`config.mk`:
```
export PLATFORM = sky130hd
export DESIGN_NAME = pwm_mixer
export DESIGN_NICKNAME = d
export VERILOG_FILES = /design/src/rtl/pwm_mixer_pkg.sv /design/src/rtl/pwm_mixer_mute_ramp.sv /design/src/rtl/pwm_mixer.sv
export SDC_FILE = /design/constraint.sdc
export NUM_CORES = 1
export LEC_CHECK = 0
export CAP_MARGIN = 20
export CORE_UTILIZATION = 53
export CTS_BUF_LIST = sky130_fd_sc_hd__clkbuf_8
export CTS_CLUSTER_DIAMETER = 100
export DETAILED_ROUTE_END_ITERATION = 8
export PLACE_DENSITY = 0.88
export SYNTH_ARGS = -nofsm -noshare
export SYNTH_HDL_FRONTEND = slang
export SYNTH_HIERARCHICAL = 1
export SYNTH_SLANG_ARGS = --single-unit
export TNS_END_PERCENT = 30
```
`constraint.sdc`:
```
create_clock -name clk -period 3.8 [get_ports clk]
set_input_delay 0.57 -clock clk [delete_from_list [all_inputs] [get_ports clk]]
set_output_delay 0.57 -clock clk [all_outputs]
set_load 0.02 [all_outputs]
```
`src/rtl/pwm_mixer_pkg.sv`:
```
// Shared constants, state encoding and attenuation helper for the PWM audio mixer.
package pwm_mixer_pkg;

  localparam logic [9:0] PHASE_MAX = 10'd1023;
  localparam logic [9:0] MIX_PHASE = 10'd1022;
  localparam logic [3:0] GAIN_FULL = 4'd8;

  typedef enum logic [1:0] {
    ST_MUTED     = 2'd0,
    ST_RAMP_UP   = 2'd1,
    ST_UNMUTED   = 2'd2,
    ST_RAMP_DOWN = 2'd3
  } ramp_state_e;

  localparam logic [1:0] ATTEN_FULL    = 2'd0;
  localparam logic [1:0] ATTEN_HALF    = 2'd1;
  localparam logic [1:0] ATTEN_QUARTER = 2'd2;
  localparam logic [1:0] ATTEN_OFF     = 2'd3;

  // Widened to the mix width so four channels can be summed without casts.
  function automatic logic [8:0] atten_scale(input logic [6:0] sample, input logic [1:0] code);
    logic [8:0] s;
    s = {2'b00, sample};
    case (code)
      ATTEN_FULL:    return s;
      ATTEN_HALF:    return s >> 1;
      ATTEN_QUARTER: return s >> 2;
      default:       return '0;
    endcase
  endfunction

endpackage

```
`src/rtl/pwm_mixer_mute_ramp.sv`:
```
// Soft-mute gain FSM: steps gain 0..8 one unit per frame so mute/unmute never pops.
module mute_ramp
  import pwm_mixer_pkg::*;
(
  input  logic       clk,
  input  logic       rst_n,
  input  logic       frame_tick,
  input  logic       mute,
  output logic [3:0] gain,
  output logic       muted
);

  ramp_state_e state_q, state_d;
  logic [3:0]  gain_q, gain_d;

  always_comb begin
    // NOTE: hold values are assigned first so no path leaves a signal unassigned (no latch).
    state_d = state_q;
    gain_d  = gain_q;
    if (frame_tick) begin
      case (state_q)
        ST_MUTED: begin
          if (!mute) begin
            state_d = ST_RAMP_UP;
            gain_d  = 4'd1;
          end else begin
            gain_d  = 4'd0;
          end
        end
        ST_RAMP_UP: begin
          if (mute) begin
            state_d = ST_RAMP_DOWN;
            gain_d  = gain_q - 4'd1;
          end else if (gain_q >= 4'd7) begin
            state_d = ST_UNMUTED;
            gain_d  = GAIN_FULL;
          end else begin
            gain_d  = gain_q + 4'd1;
          end
        end
        ST_UNMUTED: begin
          if (mute) begin
            state_d = ST_RAMP_DOWN;
            gain_d  = 4'd7;
          end else begin
            gain_d  = GAIN_FULL;
          end
        end
        ST_RAMP_DOWN: begin
          if (!mute) begin
            state_d = ST_RAMP_UP;
            gain_d  = gain_q + 4'd1;
          end else if (gain_q <= 4'd1) begin
            // <= also covers a reversal that left gain at 0, keeping it from wrapping.
            state_d = ST_MUTED;
            gain_d  = 4'd0;
          end else begin
            gain_d  = gain_q - 4'd1;
          end
        end
        default: begin
          state_d = ST_MUTED;
          gain_d  = 4'd0;
        end
      endcase
    end
  end

  always_ff @(posedge clk or negedge rst_n) begin
    if (!rst_n) begin
      state_q <= ST_MUTED;
      gain_q  <= 4'd0;
    end else begin
      // NOTE: non-blocking so every register samples pre-edge values of its peers.
      state_q <= state_d;
      gain_q  <= gain_d;
    end
  end

  assign gain  = gain_q;
  assign muted = (state_q == ST_MUTED);

endmodule

```
`src/rtl/pwm_mixer.sv`:
```
// Four-voice attenuating mixer driving a 1024-cycle-frame PWM output with soft-mute ramping.
module pwm_mixer
  import pwm_mixer_pkg::*;
(
  input  logic       clk,
  input  logic       rst_n,
  input  logic [6:0] ch0_sample,
  input  logic [6:0] ch1_sample,
  input  logic [6:0] ch2_sample,
  input  logic [6:0] ch3_sample,
  input  logic [7:0] ch_atten,
  input  logic       mute,
  output logic [9:0] subsample_phase,
  output logic       sample_strobe,
  output logic       pwm_out,
  output logic       muted
);

  logic [9:0]  phase_q, phase_d;
  logic [8:0]  mix_q, mix_d;
  logic [8:0]  duty_q, duty_d, duty_new;
  logic        pwm_q, pwm_d;
  logic [12:0] scaled;
  logic [3:0]  gain;
  logic        frame_tick;

  assign frame_tick = (phase_q == PHASE_MAX);
  assign phase_d    = phase_q + 10'd1;

  assign mix_d = atten_scale(ch0_sample, ch_atten[1:0])
               + atten_scale(ch1_sample, ch_atten[3:2])
               + atten_scale(ch2_sample, ch_atten[5:4])
               + atten_scale(ch3_sample, ch_atten[7:6]);

  // gain is the value before this edge's FSM update, since both register on the same edge.
  assign scaled   = 13'(mix_q) * 13'(gain);
  assign duty_new = 9'(scaled >> 3);

  // The comparison uses the duty that will be live in the next cycle, so phase 0 sees the new frame's duty.
  always_comb begin
    duty_d = duty_q;
    if (frame_tick) duty_d = duty_new;
    pwm_d = ({1'b0, phase_d} < {1'b0, duty_d, 1'b0});
  end

  always_ff @(posedge clk or negedge rst_n) begin
    if (!rst_n) begin
      phase_q <= '0;
      mix_q   <= '0;
      duty_q  <= '0;
      pwm_q   <= 1'b0;
    end else begin
      phase_q <= phase_d;
      if (phase_q == MIX_PHASE) mix_q <= mix_d;
      duty_q  <= duty_d;
      pwm_q   <= pwm_d;
    end
  end

  mute_ramp u_ramp (
    .clk        (clk),
    .rst_n      (rst_n),
    .frame_tick (frame_tick),
    .mute       (mute),
    .gain       (gain),
    .muted      (muted)
  );

  assign subsample_phase = phase_q;
  assign sample_strobe   = frame_tick;
  assign pwm_out         = pwm_q;

endmodule

```
# == After elaboration in Yosys (flattened, before gate mapping) ==
# Cells that the tools add are included.
# classes
add_sub_neg,6
mul,1
n_lt_le_gt_ge,3
eq_ne,17
n_mux,19
n_reduce_logical,6
# op_table
op,count
case mux 7 bit (3 select lines),4
"== test 10 bit, second input constant",2
two-way mux 4 bit,5
adder 9 bit,2
case mux 4 bit (4 select lines),1
"== test 2 bit, second input constant",6
multiplier 9 x 4 -> 12 bit,1
two-way mux 2 bit,6
"adder 10 x 1 -> 10 bit, second input constant",1
"== test 2 x 1 -> 1 bit, second input constant",5
logical NOT 2 bit,5
less-than comparator 10 bit,1
adder 7 x 9 -> 9 bit,1
two-way mux 9 bit,1
case mux 2 bit (4 select lines),1
"!= test 3 x 2 -> 1 bit, second input constant",2
AND reduction 5 bit,1
"adder 4 x 1 -> 4 bit, second input constant",1
"greater-or-equal comparator 4 x 3 -> 1 bit, second input constant",1
"less-or-equal comparator 4 x 1 -> 1 bit, second input constant",1
"!= test 2 bit, second input constant",2
"subtractor 4 x 1 -> 4 bit, second input constant",1
two-way mux 1 bit,1
# word_totals
regBits,35
input_bits,39
elab_cells,58

# == Logic depth before layout (Yosys ltp) ==
# Gate-level depths: netlist (run 1).
# logic_depth
word_depth,5
depth_mapped,17
ltp_nobuf,17

# == By module ==
# The synthesis (run 1) kept the hierarchy.
# modules_own_cells
mod,n_inst,cells_per_inst,area_per_inst_um2,seq_area_each_um2
pwm_mixer,1,395,3493.4,725.7
mute_ramp,1,64,541.8,150.1

# == Least setup slack after synthesis (run 1) ==
# OpenSTA, ideal clock, no wires.
# synth_timing
kind,register to register
start,"reg u_ramp.gain_q[3], in the netlist u_ramp/gain[3]"
end,"reg pwm_q, in the netlist pwm_out"
arrival_time_ns,3.970
t_required_ns,3.729
setup_slack_ns,-0.241
path_stages_with_launch,18
n_path_buf,0
synth_period_minus_slack_ns,4.041
cell_sequence,dfrtp_1 -> and2_1 -> fa_1 -> inv_1 -> fa_1 -> inv_1 -> ha_1 -> a2111oi_4 -> o21ai_2 -> a41oi_2 -> xnor2_1 -> mux2i_1 -> ha_1 -> a21o_1 -> a21o_1 -> a21oi_1 -> o21ai_0 -> nor2_1
# synth_via
elab_chain_cells,3
# synth_rtl
element,line,source
from (decl),pwm_mixer_mute_ramp.sv:14,"logic [3:0] gain_q, gain_d;"
from (signal assigned),pwm_mixer_mute_ramp.sv:76,gain_q <= gain_d;
multiplier 9 x 4 -> 12 bit,pwm_mixer.sv:36,assign scaled = 13'(mix_q) * 13'(gain);
two-way mux 9 bit,pwm_mixer.sv:42,if (frame_tick) duty_d = duty_new;
less-than comparator 10 bit,pwm_mixer.sv:43,"pwm_d = ({1'b0, phase_d} < {1'b0, duty_d, 1'b0});"
via pwm_d,pwm_mixer.sv:22,"logic pwm_q, pwm_d;"
to (signal assigned),pwm_mixer.sv:56,pwm_q <= pwm_d;
to (decl),pwm_mixer.sv:22,
# The timed path passes the listed nets, and every way through them passes these cells.
# A chain may end at the register's enable or synchronous reset.

# == Worst setup path after layout (run 1) ==
# layout_timing
start,"reg u_ramp.gain_q[1], in the netlist u_ramp/gain[1]"
end,"reg pwm_q, in the netlist pwm_out"
# Same word-level chain as after synthesis.

==> run summary, run 1 <==
======================================================================================================
Run status                                                                                finished, violations left
Violated checks                                                                           setup timing
DRC violations left                                                                                  0
Power Dens Cells                                                                           215 nW/um^2
Count of inserted antenna diode cells                                                                0
Number of placed I/O pins                                                                           52
Hold_buf cts                                                                                         0
Post-Route Skew                                                                             0.00837 ns
Final routed wire length divided by cell count                                            15.6 microns
EDFF count, synth                                                                                    0
Core area                                                                                   7290 sq um
Routed Wire Length                                                                        10400 microns
Final Max Slew Viols                                                                                 0
Maximum clock rate                                                                             247 MHz
Final GP Congestion                                                                              0.822
First-pass GRT wire length                                                                16000 microns
Die Outline Area                                                                            7970 sq um
Hold path startpoint                                                                      duty_q[0]$_DFF_PN0_
Initial antenna violation count                                                                      0
Clock sinks                                                                                         35
GRT Util Overall                                                                                 0.265
Clock transition at the register clock pins on the worst setup and hold paths after CTS        0.08 ns
Routed Antenna Nets                                                                                  0
Crit end category                                                                            flip-flop
Initial Util                                                                                     0.553
Post-synthesis instance total                                                                      459
Layout net count                                                                                   671
Share of layout cells above drive strength 1                                                     0.228
Capturing point of the worst reg2reg path                                                 pwm_out$_DFF_PN0_
Worst slew pin tran                                                                           0.604 ns
Aggregate negative setup slack                                                               -0.254 ns
Buffer cell driving the clock tree root                                                   sky130_fd_sc_hd__clkbuf_8
Clock buffer count from CTS                                                                          5
VDD IR max                                                                                  0.000152 V
Number of cells traversed by the worst register-to-register path                                    18
Worst Setup Start Kind                                                                       flip-flop
Max-cap check violation count                                                                        0
Largest fanout of any net on the critical path                                                       5
Count of warnings emitted by yosys                                                                   6
Clock tree from TritonCTS                                                                          yes
Net count after synthesis                                                                          564
DRC marker count from the first detailed-route iteration                                           156
Setup repair after global routing missed its margin                                               true
Number of placement rows                                                                            31
Data arrival time of the worst path                                                            4.28 ns
Via total after detailed routing                                                                  3683
Required time worst endpoint                                                                   4.03 ns
Register bit count reported by yosys                                                                35
Clock latency reported for the late side of the worst-skew pair                                0.31 ns
WHS Endpoint                                                                              duty_q[0]$_DFF_PN0_
Share of flip-flops with an asynchronous set or reset                                             1.00
Largest net degree at the start of global routing                                                   36
Worst Hold Class                                                                               reg2reg
Number of levels in the clock H-tree                                                                 2
Depth of the worst hold-timing path                                                                  1
Via count of the first global-routing pass                                                        3683
Reg2Reg Setup Slack                                                                           -0.25 ns
Leading register cell type out of synthesis                                               sky130_fd_sc_hd__dfrtp_1
Sequential-to-total area share from yosys stat                                                   0.217
Cell leakage power                                                                             2.65 nW
Buffers from clock root to sink, at most                                                             2
Via density per instance                                                                          5.53
Layout-stage area growth over the synthesis result                                               33.2%
Mean instance size in the synthesized netlist                                               8.79 sq um
Post-DP HPWL                                                                              7550 microns
Setup Crit Path Kind                                                                           reg2reg
Height of the die                                                                         89.3 microns
Router iterations before antenna repair                                                              4
Post-layout worst setup margin                                                               -0.254 ns
Worst R2R Start                                                                           u_ramp/gain[1]$_DFFE_PN0P_
Die extent in x                                                                           89.3 microns
Count of final setup violators                                                                       1
Number of hold-slack violations in the final timing report                                           0
Total power                                                                                    1.16 mW
Normalized max-slew margin                                                                       0.597
Count of input and output buffers                                                                   51
Leftover overflow at the end of global routing                                                       0
Number of fill cells in the layout                                                                 473
Syn Std Cell Area                                                                           4040 sq um
Final clock period utilization by the worst path                                                  1.07
Number of distinct library cells after synthesis                                                    52
Time the final worst path needs with I/O delays and setup                                      4.05 ns
======================================================================================================
cell families (layout without fill, tap and decap cells):
logic type / after synthesis / in the layout / synth area share
adder cells (fa/ha/maj): 66 / 66 / 0.257
flip-flops: 35 / 35 / 0.217
XOR/XNOR: 20 / 20 / 0.0434
multiplexers: 25 / 25 / 0.0667
buffers and inverters: 69 / 177 / 0.0679
AO/OA/AOI/OAI: 101 / 101 / 0.163
AND/OR/NAND/NOR: 143 / 143 / 0.185
synthesized netlist by cell type, types with 7 or more instances:
library cell               count  share of area
sky130_fd_sc_hd__a21o_1       10          0.019
sky130_fd_sc_hd__o21ai_0      18          0.022
sky130_fd_sc_hd__clkbuf_1     10         0.0093
sky130_fd_sc_hd__a21oi_1      40          0.050
sky130_fd_sc_hd__xor2_1        8          0.017
sky130_fd_sc_hd__fa_1         28           0.14
sky130_fd_sc_hd__mux2i_1      16          0.040
sky130_fd_sc_hd__inv_1        55          0.051
sky130_fd_sc_hd__dfrtp_1      35           0.22
sky130_fd_sc_hd__xnor2_1      12          0.026
sky130_fd_sc_hd__mux2_2        7          0.020
sky130_fd_sc_hd__and2_1       21          0.033
sky130_fd_sc_hd__ha_1         38           0.12
sky130_fd_sc_hd__nor3_1        7         0.0087
sky130_fd_sc_hd__nand2_1      36          0.033
sky130_fd_sc_hd__nor2_1       28          0.026
sky130_fd_sc_hd__nor2b_1      18          0.028
how the worst max path moves through the flow:
stage                                from                    to  slack, ns  depth (start not counted)
6_report       u_ramp/gain[1]$_DFFE_PN0P_     pwm_out$_DFF_PN0_      -0.25                         18
5_1_grt        u_ramp/gain[1]$_DFFE_PN0P_     pwm_out$_DFF_PN0_      -0.44                         18
4_1_cts        u_ramp/gain[3]$_DFFE_PN0P_     pwm_out$_DFF_PN0_      -0.13                         17
3_5_place_dp                  ch_atten[6]  mix_q[7]$_DFFE_PN0N_      -0.43                         15
3_3_place_gp                  ch_atten[6]  mix_q[8]$_DFFE_PN0N_      -0.23                         14
2_1_floorplan  u_ramp/gain[3]$_DFFE_PN0P_     pwm_out$_DFF_PN0_      0.005                         17
sequential cells by signal, summed over array words and instances (netlist names):
register,cells
duty_q,9
pwm_out,1
u_ramp/gain,4
u_ramp/state_q,2
mix_q,9
subsample_phase,10
cell type report:
cell class | count | area [sq um] | area share
tap | 99 | 124 | 0.0230
timing repair buffer | 113 | 985 | 0.183
clock inverter | 3 | 43.8 | 0.00815
clock buffer | 5 | 68.8 | 0.0128
inverter | 56 | 215 | 0.0400
sequential | 35 | 880 | 0.164
multi-input combinational | 355 | 3060 | 0.569
worst max-delay path: stages (launching register included):
cell and delay [ns]:
sky130_fd_sc_hd__dfrtp_2 0.45, sky130_fd_sc_hd__buf_6 0.14, sky130_fd_sc_hd__and2_1 0.14, sky130_fd_sc_hd__fa_1 0.48, sky130_fd_sc_hd__inv_1 0.06, sky130_fd_sc_hd__fa_1 0.52
sky130_fd_sc_hd__inv_2 0.05, sky130_fd_sc_hd__ha_4 0.16, sky130_fd_sc_hd__a2111oi_4 0.34, sky130_fd_sc_hd__o21ai_4 0.14, sky130_fd_sc_hd__a41oi_4 0.18, sky130_fd_sc_hd__xnor2_2 0.16
sky130_fd_sc_hd__mux2i_1 0.11, sky130_fd_sc_hd__ha_1 0.30, sky130_fd_sc_hd__a21o_1 0.18, sky130_fd_sc_hd__a21o_1 0.16, sky130_fd_sc_hd__a21oi_2 0.17, sky130_fd_sc_hd__o21ai_1 0.10
sky130_fd_sc_hd__nor2_1 0.13
metal layers:
layer	global-route usage	up-vias	part of all wire
met5	0	-	0
met4	0.118	0	0.033
met3	0.0295	25	0.033
met2	0.504	108	0.53
met1	0.296	1775	0.41
li1	-	1775	-
power by group:
part	internal (mW)	switching (mW)	total (mW)
Sequential	0.378	0.00853	0.387
Combinational	0.218	0.204	0.422
Clock	0.195	0.153	0.349
Total	0.792	0.365	1.16
layout by cell type, fill, tap and decap left out, types with 6 or more instances in the layout:
| master | Yosys | final |
|---|---|---|
| sky130_fd_sc_hd__clkdlybuf4s50_1 | 0 | 46 |
| sky130_fd_sc_hd__fa_1 | 28 | 26 |
| sky130_fd_sc_hd__nand2_1 | 36 | 36 |
| sky130_fd_sc_hd__nor2_1 | 28 | 28 |
| sky130_fd_sc_hd__a21oi_1 | 40 | 36 |
| sky130_fd_sc_hd__mux2i_1 | 16 | 16 |
| sky130_fd_sc_hd__o21ai_0 | 18 | 14 |
| sky130_fd_sc_hd__o21a_1 | 6 | 6 |
| sky130_fd_sc_hd__ha_1 | 38 | 33 |
| sky130_fd_sc_hd__buf_4 | 0 | 60 |
| sky130_fd_sc_hd__inv_1 | 55 | 52 |
| sky130_fd_sc_hd__and2_1 | 21 | 17 |
| sky130_fd_sc_hd__a21o_1 | 10 | 10 |
| sky130_fd_sc_hd__xor2_1 | 8 | 8 |
| sky130_fd_sc_hd__mux2_2 | 7 | 7 |
| sky130_fd_sc_hd__nand3_1 | 6 | 6 |
| sky130_fd_sc_hd__xnor2_1 | 12 | 11 |
| sky130_fd_sc_hd__nor2b_1 | 18 | 14 |
| sky130_fd_sc_hd__nor3_1 | 7 | 7 |
| sky130_fd_sc_hd__dfrtp_1 | 35 | 32 |
through the flow:
stage / setup WS, ns / hold slack (ns) / util / area, sq um / instances
6_report: -0.254 / 0.510 / 0.737 / 5380 / 666
2_1_floorplan: 0.00487 / 0.274 / - / 4050 / 459
5_1_grt: -0.445 / 0.529 / 0.737 / 5380 / 666
4_1_cts: -0.128 / 0.509 / 0.724 / 5280 / 664
3_5_place_dp: -0.433 / 0.490 / 0.689 / 5030 / 649
3_3_place_gp: -0.227 / 0.468 / 0.689 / 5030 / 649
repair_timing:
action | in CTS | in global routing
resized for setup | 26 | 19
pin swaps | 18 | 8
setup endpoints to repair | 3 | 4
setup buffers | 7 | 2
(Power assumes the default switching activity.)
==> run 2, diff against run 1 <==
--- a/config.mk
+++ b/config.mk
@@ -8,7 +8,7 @@
 export CAP_MARGIN = 20
 export CORE_UTILIZATION = 53
 export CTS_BUF_LIST = sky130_fd_sc_hd__clkbuf_8
-export CTS_CLUSTER_DIAMETER = 100
+export CTS_CLUSTER_DIAMETER = 120
 export DETAILED_ROUTE_END_ITERATION = 8
 export PLACE_DENSITY = 0.88
 export SYNTH_ARGS = -nofsm -noshare
==> results of run 2 <==
Final layout, timing and power as in run 1 (identical DEF).
==> run 3, diff against run 2 <==
--- a/config.mk
+++ b/config.mk
@@ -5,12 +5,14 @@
 export SDC_FILE = /design/constraint.sdc
 export NUM_CORES = 1
 export LEC_CHECK = 0
+export ABC_CLOCK_PERIOD_IN_PS = 5100
 export CAP_MARGIN = 20
-export CORE_UTILIZATION = 53
+export CORE_UTILIZATION = 55
 export CTS_BUF_LIST = sky130_fd_sc_hd__clkbuf_8
 export CTS_CLUSTER_DIAMETER = 120
 export DETAILED_ROUTE_END_ITERATION = 8
-export PLACE_DENSITY = 0.88
+export PLACE_DENSITY = 0.87
+export SKIP_LAST_GASP = 1
 export SYNTH_ARGS = -nofsm -noshare
 export SYNTH_HDL_FRONTEND = slang
 export SYNTH_HIERARCHICAL = 1
==> constraint.sdc (replaced) <==
create_clock -name clk -period 5.1 [get_ports clk]
set_input_delay 0.765 -clock clk [delete_from_list [all_inputs] [get_ports clk]]
set_output_delay 0.765 -clock clk [all_outputs]
set_load 0.02 [all_outputs]
==> run summary, run 3 (synthesized netlist as in run 1, its figures left out) <==
======================================================================================================
Number of cells traversed by the worst register-to-register path                                    17   -1
Height of the die                                                                         87.7 microns   -1.8%
Number of levels in the clock H-tree                                                                 2   unchanged
Highest-count cells in the layout ignoring fill and taps                                  55 x sky130_fd_sc_hd__inv_1, 51 x sky130_fd_sc_hd__clkdlybuf4s50_1, 40 x sky130_fd_sc_hd__a21oi_1
Worst R2R Start                                                                           u_ramp/gain[3]$_DFFE_PN0P_
Number of placement rows                                                                            30   -3.2%
Setup repair after global routing missed its margin                                              false
Final routed wire length divided by cell count                                            14.0 microns   -10%
Resize count post-CTS                                                                                0   -100%
Leftover overflow at the end of global routing                                                       0   unchanged
Worst Hold Class                                                                               reg2reg
Clock sinks                                                                                         35   unchanged
Number of hold-slack violations in the final timing report                                           0   unchanged
Die extent in x                                                                           87.7 microns   -1.8%
Max-cap check violation count                                                                        0   unchanged
Clock latency reported for the late side of the worst-skew pair                                0.29 ns   -0.02 ns
Largest net degree at the start of global routing                                                   36   unchanged
Final Max Slew Viols                                                                                 0   unchanged
Crit end category                                                                            flip-flop
Initial Util                                                                                     0.581   +0.0277
Most frequent standard cell in the layout excluding fill and tap cells                    sky130_fd_sc_hd__inv_1
Worst slew pin tran                                                                           0.494 ns   -0.110 ns
Number of fill cells in the layout                                                                 541   +14%
Cell leakage power                                                                             2.32 nW   -13%
Layout net count                                                                                   610   -9.1%
Core area                                                                                   6940 sq um   -4.8%
Initial antenna violation count                                                                      0   unchanged
Power Dens Cells                                                                           168 nW/um^2   -22%
Die Outline Area                                                                            7680 sq um   -3.6%
Final clock period utilization by the worst path                                                 0.881   -0.186
Number of placed I/O pins                                                                           52   unchanged
Time the final worst path needs with I/O delays and setup                                      4.49 ns   +0.438 ns
Setup Crit Path Kind                                                                           reg2reg
Hold Worst Slack                                                                              0.504 ns   -0.00635 ns
Hold_buf cts                                                                                         0   unchanged
Final GP Congestion                                                                              0.798   -3.0%
Normalized max-slew margin                                                                       0.667   +0.0698
Aggregate negative setup slack                                                                    0 ns   +0.254 ns
Router iterations before antenna repair                                                              4   unchanged
Capturing point of the worst reg2reg path                                                 pwm_out$_DFF_PN0_
Depth of the worst hold-timing path                                                                  2   +1
First-pass GRT wire length                                                                14400 microns   -10%
Count of input and output buffers                                                                   51   unchanged
GRT Util Overall                                                                                 0.237   -0.0277
Number of flip-flops under the largest register name                                                10   unchanged
Layout-stage area growth over the synthesis result                                               17.1%
DRC violations left                                                                                  0   unchanged
VDD IR max                                                                                 0.0000997 V   -34%
Post-layout worst setup margin                                                                0.608 ns   +0.862 ns
DRC marker count from the first detailed-route iteration                                           154   -1.3%
Hold path startpoint                                                                      duty_q[2]$_DFF_PN0_
Clock tree from TritonCTS                                                                          yes
Data arrival time of the worst path                                                            4.72 ns   +0.44 ns
Via total after detailed routing                                                                  3381   -8.2%
Share of layout cells above drive strength 1                                                    0.0692   -0.158
Largest fanout of any net on the critical path                                                      16   +11
Via density per instance                                                                          5.62   +1.6%
Post-DP HPWL                                                                              6850 microns   -9.3%
WHS Endpoint                                                                              duty_q[2]$_DFF_PN0_
Count of final setup violators                                                                       0   -1
Buffers from clock root to sink, at most                                                             2   unchanged
Clock buffer count from CTS                                                                          5   unchanged
Maximum clock rate                                                                             223 MHz   -9.7%
Post-Route Skew                                                                             0.00794 ns   -0.000436 ns
Routed Antenna Nets                                                                                  0   unchanged
Required time worst endpoint                                                                   5.32 ns   +1.29 ns
Reg2Reg Setup Slack                                                                            0.61 ns   +0.86 ns
Run status                                                                                complete, no violations
Routed Wire Length                                                                        8440 microns   -19%
Via count of the first global-routing pass                                                        3308   -10%
Count of inserted antenna diode cells                                                                0   unchanged
Postcts setup bufs                                                                                   0   -7
Worst Setup Start Kind                                                                       flip-flop
Setup WS pre-CTS                                                                              0.634 ns   +1.07 ns
Buffer cell driving the clock tree root                                                   sky130_fd_sc_hd__clkbuf_8
Clock transition at the register clock pins on the worst setup and hold paths after CTS        0.08 ns   about the same
======================================================================================================
-- run 3: final cells by class --
class,count,area [sq um],share of cell area
Tap cell,96,120,0.0254
Timing Repair Buffer,52,518,0.110
Clock buffer,5,68.8,0.0146
Inverter,56,215,0.0455
Clock inverter,3,43.8,0.00926
Sequential cell,35,876,0.185
Multi-Input combinational cell,355,2890,0.610
-- run 3: power by group --
part           total (mW)  internal [mW]  switching, mW
Clock               0.251          0.146          0.106
Combinational       0.255          0.121          0.134
Sequential          0.288          0.282        0.00603
-- run 3: metal layers --
metal  share of wire  vias up  GRT usage
met3           0.045       17     0.0302
li1                -     1648          -
met4           0.017        0     0.0686
met1            0.40     1627      0.286
met2            0.53       89      0.441
met5               0        -          0
-- run 3: worst max-delay path: stages, from the launching register on --
cell and delay (ns):
sky130_fd_sc_hd__dfrtp_1 0.52, sky130_fd_sc_hd__and2_1 0.23, sky130_fd_sc_hd__fa_1 0.55, sky130_fd_sc_hd__inv_1 0.06
sky130_fd_sc_hd__fa_1 0.53, sky130_fd_sc_hd__inv_1 0.04, sky130_fd_sc_hd__ha_1 0.39, sky130_fd_sc_hd__a211oi_1 0.42
sky130_fd_sc_hd__o21ai_0 0.22, sky130_fd_sc_hd__a21oi_1 0.25, sky130_fd_sc_hd__xnor2_1 0.16, sky130_fd_sc_hd__mux2i_1 0.10
sky130_fd_sc_hd__ha_1 0.21, sky130_fd_sc_hd__a21o_1 0.18, sky130_fd_sc_hd__a21o_1 0.17, sky130_fd_sc_hd__a21oi_1 0.17
sky130_fd_sc_hd__o21ai_0 0.12, sky130_fd_sc_hd__nor2_1 0.09
-- run 3: through the flow --
stage,utilization,power (mW),instance area [sq um],cells
after global routing,0.681,0.846,4730,602
after floorplan,-,0.466,4040,459
after global placement,0.665,0.535,4610,594
after CTS,0.681,0.800,4730,602
after detailed placement,0.665,0.548,4610,594
final,0.681,0.794,4730,602
-- run 3: worst max path at each step --
stage	cells after the start	start	slack [ns]	to
finish	17	u_ramp/gain[3]$_DFFE_PN0P_	0.61	pwm_out$_DFF_PN0_
floorplan	17	u_ramp/gain[3]$_DFFE_PN0P_	1.06	pwm_out$_DFF_PN0_
CTS	17	u_ramp/gain[3]$_DFFE_PN0P_	0.65	pwm_out$_DFF_PN0_
detailed placement	15	ch_atten[6]	0.63	mix_q[7]$_DFFE_PN0N_
global placement	15	ch_atten[0]	0.78	mix_q[7]$_DFFE_PN0N_
global route	17	u_ramp/gain[3]$_DFFE_PN0P_	0.43	pwm_out$_DFF_PN0_
